==> src/rtl/hazard_scoreboard.sv <==
// Per-register pending-write scoreboard beside decode: each destination gets a
// countdown of cycles until its result is consumable, and decode sources stall against it.
module hazard_scoreboard #(
    parameter int NUM_REGS = 32,
    parameter int REG_AW   = 5,
    parameter int MAX_LAT  = 4,
    parameter int CNT_W    = 3,
    parameter int PERF_W   = 16
) (
    input  logic                clk,
    input  logic                rst_n,
    input  logic [REG_AW-1:0]   src_a,
    input  logic                src_a_used,
    input  logic [REG_AW-1:0]   src_b,
    input  logic                src_b_used,
    input  logic                issue_valid,
    input  logic                issue_we,
    input  logic [REG_AW-1:0]   issue_dst,
    input  logic [CNT_W-1:0]    issue_lat,
    input  logic                flush,
    output logic                stall,
    output logic                issue_fire,
    output logic [NUM_REGS-1:0] busy_vec,
    output logic [PERF_W-1:0]   stall_count
);

    localparam logic [CNT_W-1:0] MAX_LAT_C = CNT_W'(MAX_LAT);

    logic [CNT_W-1:0] cnt      [NUM_REGS];
    logic [CNT_W-1:0] cnt_next [NUM_REGS];
    logic [CNT_W-1:0] lat_eff;
    logic [CNT_W-1:0] dec;
    logic             hit_a;
    logic             hit_b;
    logic             write_en;

    always_comb begin
        lat_eff = (issue_lat > MAX_LAT_C) ? MAX_LAT_C : issue_lat;
    end

    always_comb begin
        busy_vec = '0;
        for (int i = 1; i < NUM_REGS; i++) begin
            busy_vec[i] = (cnt[i] != '0);
        end
    end

    // Matching by loop means indices 0 and >= NUM_REGS can never hit or be written.
    always_comb begin
        hit_a = 1'b0;
        hit_b = 1'b0;
        for (int i = 1; i < NUM_REGS; i++) begin
            if (src_a == REG_AW'(i) && busy_vec[i]) hit_a = 1'b1;
            if (src_b == REG_AW'(i) && busy_vec[i]) hit_b = 1'b1;
        end
        hit_a = hit_a & src_a_used;
        hit_b = hit_b & src_b_used;
    end

    assign stall      = issue_valid & (hit_a | hit_b);
    assign issue_fire = issue_valid & ~stall & ~flush;
    assign write_en   = issue_fire & issue_we;

    // A re-write keeps the larger of the old remaining time and the new latency (WAW).
    always_comb begin
        dec         = '0;
        cnt_next[0] = '0;
        for (int i = 1; i < NUM_REGS; i++) begin
            dec = (cnt[i] == '0) ? '0 : cnt[i] - CNT_W'(1);
            if (flush) begin
                cnt_next[i] = '0;
            end else if (write_en && issue_dst == REG_AW'(i)) begin
                cnt_next[i] = (dec > lat_eff) ? dec : lat_eff;
            end else begin
                cnt_next[i] = dec;
            end
        end
    end

    always_ff @(posedge clk or negedge rst_n) begin
        if (!rst_n) begin
            for (int i = 0; i < NUM_REGS; i++) begin
                cnt[i] <= '0;
            end
        end else begin
            for (int i = 0; i < NUM_REGS; i++) begin
                cnt[i] <= cnt_next[i];
            end
        end
    end

    always_ff @(posedge clk or negedge rst_n) begin
        if (!rst_n) begin
            stall_count <= '0;
        end else if (stall && stall_count != '1) begin
            stall_count <= stall_count + PERF_W'(1);
        end
    end

endmodule

==> config.mk <==
export PLATFORM = sky130hd
export DESIGN_NAME = hazard_scoreboard
export DESIGN_NICKNAME = d
export VERILOG_FILES = /design/src/rtl/hazard_scoreboard.sv
export SDC_FILE = /design/constraint.sdc
export NUM_CORES = 1
export LEC_CHECK = 0
export ABC_AREA = 1
export CAP_MARGIN = 20
export CORE_UTILIZATION = 61
export CTS_CLUSTER_SIZE = 20
export DETAILED_ROUTE_END_ITERATION = 7
export PLACE_DENSITY = 0.81
export RECOVER_POWER = 50
export SKIP_CTS_REPAIR_TIMING = 1
export SLEW_MARGIN = 20
export SYNTH_ARGS = -nofsm -noshare
export SYNTH_HDL_FRONTEND = slang
export SYNTH_SLANG_ARGS = --single-unit
==> constraint.sdc <==
create_clock -name clk -period 2.4 [get_ports clk]
set_input_delay 0.24 -clock clk [delete_from_list [all_inputs] [get_ports clk]]
set_output_delay 0.24 -clock clk [all_outputs]
set_load 0.1 [all_outputs]
==> results_dict.tcl, run 1 <==
set metrics [dict create \
    status "complete, but fails checks" \
    violations "negative setup slack" \
    met1_usage 0.4458 \
    grt_pass1_wl_mm 48.81 \
    synthCells 1711 \
    clkTransAtPathRegs_ns 0.08 \
    grt_setup_unrepaired "yes" \
    first_iter_violations 936 \
    final_cell_area_mm2 0.01300 \
    synth_nets 1830 \
    leakage_nw 6.512 \
    max_cap_violations 0 \
    yosysWarningCount 0 \
    worst_setup_path_end_kind "output pin" \
    nets 1943 \
    power_switching_share 0.3719 \
    syn_area_mm2 0.01053 \
    power_density_mw_per_mm2 368.1 \
    grt_max_degree 53 \
    synth_cell_types 30 \
    gr-usage-met2 0.5715 \
    cts_inserted_buffers 9 \
    drt_pass1_iterations 7 \
    clock_skew_ns 0.01572 \
    area_growth_pct 23.45 \
    async_reset_ff_frac 1.000 \
    crit_arrival_ns 2.27 \
    hpwl_mm 22.09 \
    synth-edff-count 0 \
    power.switching_mw 1.780 \
    routedWlPerCell_um 15.73 \
    overflow 0 \
    reg2regPathDepth 18 \
    intPower_mw 3.006 \
    placed_area_mm2 0.01199 \
    layout_min_cycle_time_ns 2.506 \
    whs_path_depth 2 \
    num_io_pins 75 \
    cp.required_ns 2.16 \
    die_x_um 133.4 \
    worstSetupPathType "reg2out" \
    grtUsageMet3 0.04376 \
    grtUsageTotal 0.3428 \
    drcViolationCount 0 \
    layout_common_cells "nand2_1 (456), nor2_1 (272), inv_1 (195), buf_4 (103), o21ai_0 (101)" \
    viasPerCell 5.701 \
    placementRows 47 \
    slew_violations 0 \
    core_area_mm2 0.01670 \
    yosys_register_bits 109 \
    clk-insertion-delay-late_ns 0.37 \
    start_util 0.6307 \
    gp_congestion 0.9569 \
    die_y_um 133.4 \
    top_usage_layer "met2" \
    slew_headroom 0.3107 \
    vias 11690 \
    hold_class "reg2reg" \
    avgSynthCellArea_um2 6.156 \
    final_common_cell "nand2_1" \
    finalSetupViolCount 27 \
    cts_buffer_depth 2 \
    htreeDepth 3 \
    hold_viol 0 \
    vdd_drop_max_v 0.0004925 \
    cts_root_buf "clkbuf_16" \
    cp-start-kind "flip-flop" \
    die_area_mm2 0.01780 \
    antenna_found_initial 2 \
    tightest_slew_ns 1.034 \
    p_seq_frac 0.400 \
    clock_sinks 109 \
    fin_ws_ns -0.1065 \
    fin_tns_setup_ns -0.5719 \
    io_buffer_count 73 \
    ant_nets 0 \
    cts_tree "built" \
    grt_pass1_vias 10290 \
    p_clk_frac 0.312 \
    critPathMaxFanout 6 \
    synth_seq_area_share 0.2590 \
    period_share 1.044 \
    seq_area_mm2 0.002745 \
    multi_input_area_mm2 0.007407 \
    drt-total-wl_mm 32.25 \
    fill_cells 1309 \
    fmax_mhz 399.0 \
    synth_ff_type "dfrtp_1" \
    final_layout_size_suffix_gt1_frac 0.1782 \
    combPwrFrac 0.288 \
]
==> metrics by stage <==
| step | hold WS (ns) | std cells | setup slack, ns | total power [mW] | util |
|---|---|---|---|---|---|
| after floorplan | -0.05559 | 1711 | 0.01553 | 2.835 | - |
| after global placement | 0.2649 | 2007 | -0.1920 | 3.204 | 0.7179 |
| after detailed placement | 0.2679 | 2007 | -0.2071 | 3.234 | 0.7179 |
| after CTS | -0.1207 | 2023 | -0.3086 | 4.707 | 0.7343 |
| after global routing | 0.5305 | 2049 | -0.1914 | 4.983 | 0.7784 |
| final | 0.5177 | 2050 | -0.1065 | 4.786 | 0.7785 |
==> layer usage <==
metal / share of wire / vias up
li1: - / 5759
met1: 0.41 / 5335
met3: 0.082 / 107
met2: 0.46 / 487
met5: 0 / -
met4: 0.042 / 0
==> cell families (layout without fill, tap and decap cells) <==
| kind of cell | after synthesis | count (layout) | synth area share |
|---|---|---|---|
| AO/OA/AOI/OAI | 167 | 167 | 0.08304 |
| XOR/XNOR | 10 | 10 | 0.008315 |
| adder cells (fa/ha/maj) | 94 | 94 | 0.1117 |
| buffers and inverters | 257 | 375 | 0.1016 |
| flip-flops | 109 | 109 | 0.2590 |
| other | 1 | 2 | 0.0003560 |
| AND/OR/NAND/NOR | 1073 | 1073 | 0.4361 |
==> critical path, stage by stage (launching register included) <==
cell and delay [ns]:
dfrtp_1 0.43, nor2_4 0.18, nand2_4 0.11, nand2_1 0.08
nand2_1 0.05, inv_1 0.04, nand2_1 0.04, nor2_1 0.09
nand2_1 0.06, nand2_1 0.08, nand2_2 0.08, nand2_4 0.11
nand2_4 0.07, nor2_4 0.16, buf_12 0.14, buf_12 0.16
==> final timing paths <==
path / start / endpoint / slack, ns
max: cnt[76] / issue_fire / -0.11
min: stall_count[9] / stall_count[9] / 0.52
max reg2reg: cnt[76] / cnt[90] / -0.06
min reg2reg: stall_count[9] / stall_count[9] / 0.52
max in group asynchronous: rst_n / cnt[81] / 0.42
min in group asynchronous: rst_n / cnt[59] / 0.58
==> registers in the layout, indices dropped and copies added (netlist names) <==
signal,count
cnt,93
stall_count,16
==> power groups by stage <==
stage / combinational [mW] / clock, mW / sequential (mW)
after floorplan: 0.682 / 0 / 2.15
final: 1.38 / 1.49 / 1.92
after detailed placement: 1.29 / 0 / 1.95
after global placement: 1.26 / 0 / 1.95
after global routing: 1.49 / 1.57 / 1.92
after CTS: 1.29 / 1.50 / 1.91
==> synth_stat cells, types with 2 or more instances <==
| master | n | area share |
|---|---|---|
| nand4_1 | 95 | 0.056 |
| buf_2 | 6 | 0.0029 |
| a21oi_1 | 35 | 0.017 |
| nor4_1 | 2 | 0.0012 |
| nand2_2 | 5 | 0.0030 |
| o22ai_1 | 31 | 0.018 |
| nand3_1 | 73 | 0.035 |
| nor2_1 | 315 | 0.11 |
| buf_4 | 3 | 0.0021 |
| xnor2_1 | 6 | 0.0050 |
| ha_1 | 94 | 0.11 |
| dfrtp_1 | 109 | 0.26 |
| nand2_1 | 505 | 0.18 |
| o21ai_0 | 101 | 0.048 |
| clkbuf_1 | 21 | 0.0075 |
| buf_1 | 11 | 0.0039 |
| buf_6 | 10 | 0.011 |
| xor2_1 | 4 | 0.0033 |
| nand3_2 | 3 | 0.0029 |
| nor2_4 | 2 | 0.0021 |
| inv_1 | 204 | 0.073 |
| nor2_2 | 55 | 0.033 |
| nor3_1 | 14 | 0.0067 |
==> final cells by class <==
cell class,instances,area share
tap,220,0.02117
inverter,205,0.05918
antenna,1,0.0001925
timing repair buffer,154,0.1176
clock buffer,10,0.01761
sequential,109,0.2111
multi-input combinational,1345,0.5697
clock inverter,6,0.003464
(Power assumes the default switching activity.)
==> run 2, diff against run 1 <==
--- a/config.mk
+++ b/config.mk
@@ -10,7 +10,7 @@
 export CORE_UTILIZATION = 61
 export CTS_CLUSTER_SIZE = 20
 export DETAILED_ROUTE_END_ITERATION = 7
-export PLACE_DENSITY = 0.81
+export PLACE_DENSITY = 0.89
 export RECOVER_POWER = 50
 export SKIP_CTS_REPAIR_TIMING = 1
 export SLEW_MARGIN = 20
==> run 2 against run 1 <==
  * Register-to-register slack improved by 0.02 ns
  * Largest power group unchanged
  * Count of clock-buffer cells in the layout decreased by 1
  * Sequential power about the same
  * Global-route usage increased by 0.25 points
  * Die area unchanged
  * Wire length increased by 0.60%
  * Non-clock buffer count decreased by 7
  * The run ends with design-rule violations, negative setup slack left
  * First-iteration DRC count increased by 36%
  * Critical path type unchanged
==> results_dict.tcl, run 2 (synthesized netlist as in run 1, its figures left out) <==
set metrics [dict create \
    grtUsageMet3 0.03272 \
    status "complete, but fails checks" \
    path_common_cell "nand2_1" \
    worst_setup_path_end_kind "output pin" \
    cp-start-kind "flip-flop" \
    cts_root_buf "clkbuf_16" \
    crit_arrival_ns 2.32 \
    placementRows 47 \
    hold_class "reg2reg" \
    cts_buffer_depth 2 \
    fill_cells 1276 \
    final_layout_size_suffix_gt1_frac 0.1586 \
    multi_input_area_mm2 0.007264 \
    nets 1936 \
    p_seq_frac 0.393 \
    area_growth_pct 21.78 \
    first_iter_violations 1276 \
    top_usage_layer "met2" \
    critPathMaxFanout 5 \
    diodes 0 \
    p_clk_frac 0.320 \
    leakage_nw 6.392 \
    max_cap_violations 0 \
    fin_ws_ns -0.1600 \
    cpPeakStageDelay_ns 0.39 \
    grt_max_degree 67 \
    power_switching_share 0.3635 \
    viasPerCell 5.902 \
    cts_tree "built" \
    grt_pass1_vias 10450 \
    layout_common_cells "nand2_1 (464), nor2_1 (291), inv_1 (198), o21ai_0 (101), dfrtp_1 (99)" \
    drt_pass1_iterations 8 \
    start_util 0.6307 \
    largest_register "cnt" \
    layout_min_cycle_time_ns 2.560 \
    die_y_um 133.4 \
    placed_area_mm2 0.01197 \
    power_density_mw_per_mm2 380.1 \
    grt_setup_unrepaired "yes" \
    hold_viol 0 \
    gp_congestion 1.053 \
    cts_inserted_buffers 9 \
    slew_violations 0 \
    combPwrFrac 0.287 \
    gr-usage-met2 0.5758 \
    hpwl_mm 22.44 \
    final_common_cell "nand2_1" \
    clkTransAtPathRegs_ns 0.08 \
    ant_nets 0 \
    cp.required_ns 2.16 \
    met1_usage 0.4511 \
    vias 12050 \
    worstSetupPathType "reg2out" \
    preCtsSetupSlack_ns -0.1569 \
    cp_slowest_cell "dfrtp_1" \
    io_buffer_count 73 \
    grtUsageTotal 0.3454 \
    die_area_mm2 0.01780 \
    intPower_mw 3.103 \
    grt_pass1_wl_mm 49.31 \
    fin_hold_ws_ns 0.5205 \
    overflow 0 \
    violations "design-rule violations, negative setup slack" \
    fin_tns_setup_ns -0.4078 \
    largest_reg_flops 93 \
    period_share 1.067 \
    antenna_found_initial 0 \
    slew_headroom 0.1431 \
    vdd_drop_max_v 0.0004209 \
    cp_cell_sequence "nor2_2 > nand2_4 > nand3_1 > nand2_1 > nor2_1 > nand2_1 > nor2_1 > nand2_1 > nand2_2 > nand2_2 > nor2_4 > buf_12 > buf_12" \
    clock_sinks 109 \
    num_io_pins 75 \
    reg_top3 "cnt (93), stall_count (16)" \
    drcViolationCount 1 \
    drt-total-wl_mm 32.44 \
    clock_skew_ns 0.009010 \
    die_x_um 133.4 \
    power.switching_mw 1.772 \
    clk-insertion-delay-late_ns 0.37 \
    htreeDepth 3 \
    seq_area_mm2 0.002745 \
    final_cell_area_mm2 0.01283 \
    routedWlPerCell_um 15.89 \
    core_area_mm2 0.01670 \
    fmax_mhz 390.6 \
    finalSetupViolCount 16 \
    tightest_slew_ns 1.285 \
    utilization 0.7680 \
]
-- run 2: critical path: cells and delay by family, from the launching register on --
family	cells	cell delay (ns)
buf+inv	2	0.30
flops	1	0.39
simple gates	11	1.26
-- run 2: area by class of cell --
type / instances / area share
Clock buffer: 9 / 0.01756
Sequential cell: 109 / 0.2140
Timing Repair Buffer: 147 / 0.1154
Clock inverter: 7 / 0.005170
Inverter: 205 / 0.05999
Multi-Input combinational cell: 1345 / 0.5664
Tap cell: 220 / 0.02146
-- run 2: metrics by stage --
stage	power, mW	std cells
3_3_place_gp	3.193	2008
4_1_cts	4.764	2024
5_1_grt	5.033	2042
2_1_floorplan	2.835	1711
6_report	4.875	2042
3_5_place_dp	3.235	2008
-- run 2: final timing paths --
check | start | to | slack, ns | depth (start not counted)
setup / recovery | cnt[13] | issue_fire | -0.16 | 13
hold / removal | stall_count[6] | stall_count[6] | 0.52 | 2
setup reg to reg | cnt[13] | cnt[74] | -0.04 | 17
hold reg to reg | stall_count[6] | stall_count[6] | 0.52 | 2
max in group asynchronous | rst_n | stall_count[0] | 0.40 | 3
min in group asynchronous | rst_n | cnt[71] | 0.67 | 2
-- run 2: routing by layer --
metal | vias to the layer above | wire [um]
met3 | 140 | 3103
li1 | 5752 | -
met5 | - | 0
met2 | 695 | 15070
met4 | 0 | 1430
met1 | 5464 | 12830
-- run 2: power groups by stage --
stage	clock [mW]	combinational [mW]	sequential [mW]
6_report	1.56	1.40	1.92
4_1_cts	1.56	1.29	1.91
3_3_place_gp	0	1.24	1.95
2_1_floorplan	0	0.682	2.15
5_1_grt	1.61	1.50	1.92
3_5_place_dp	0	1.28	1.95
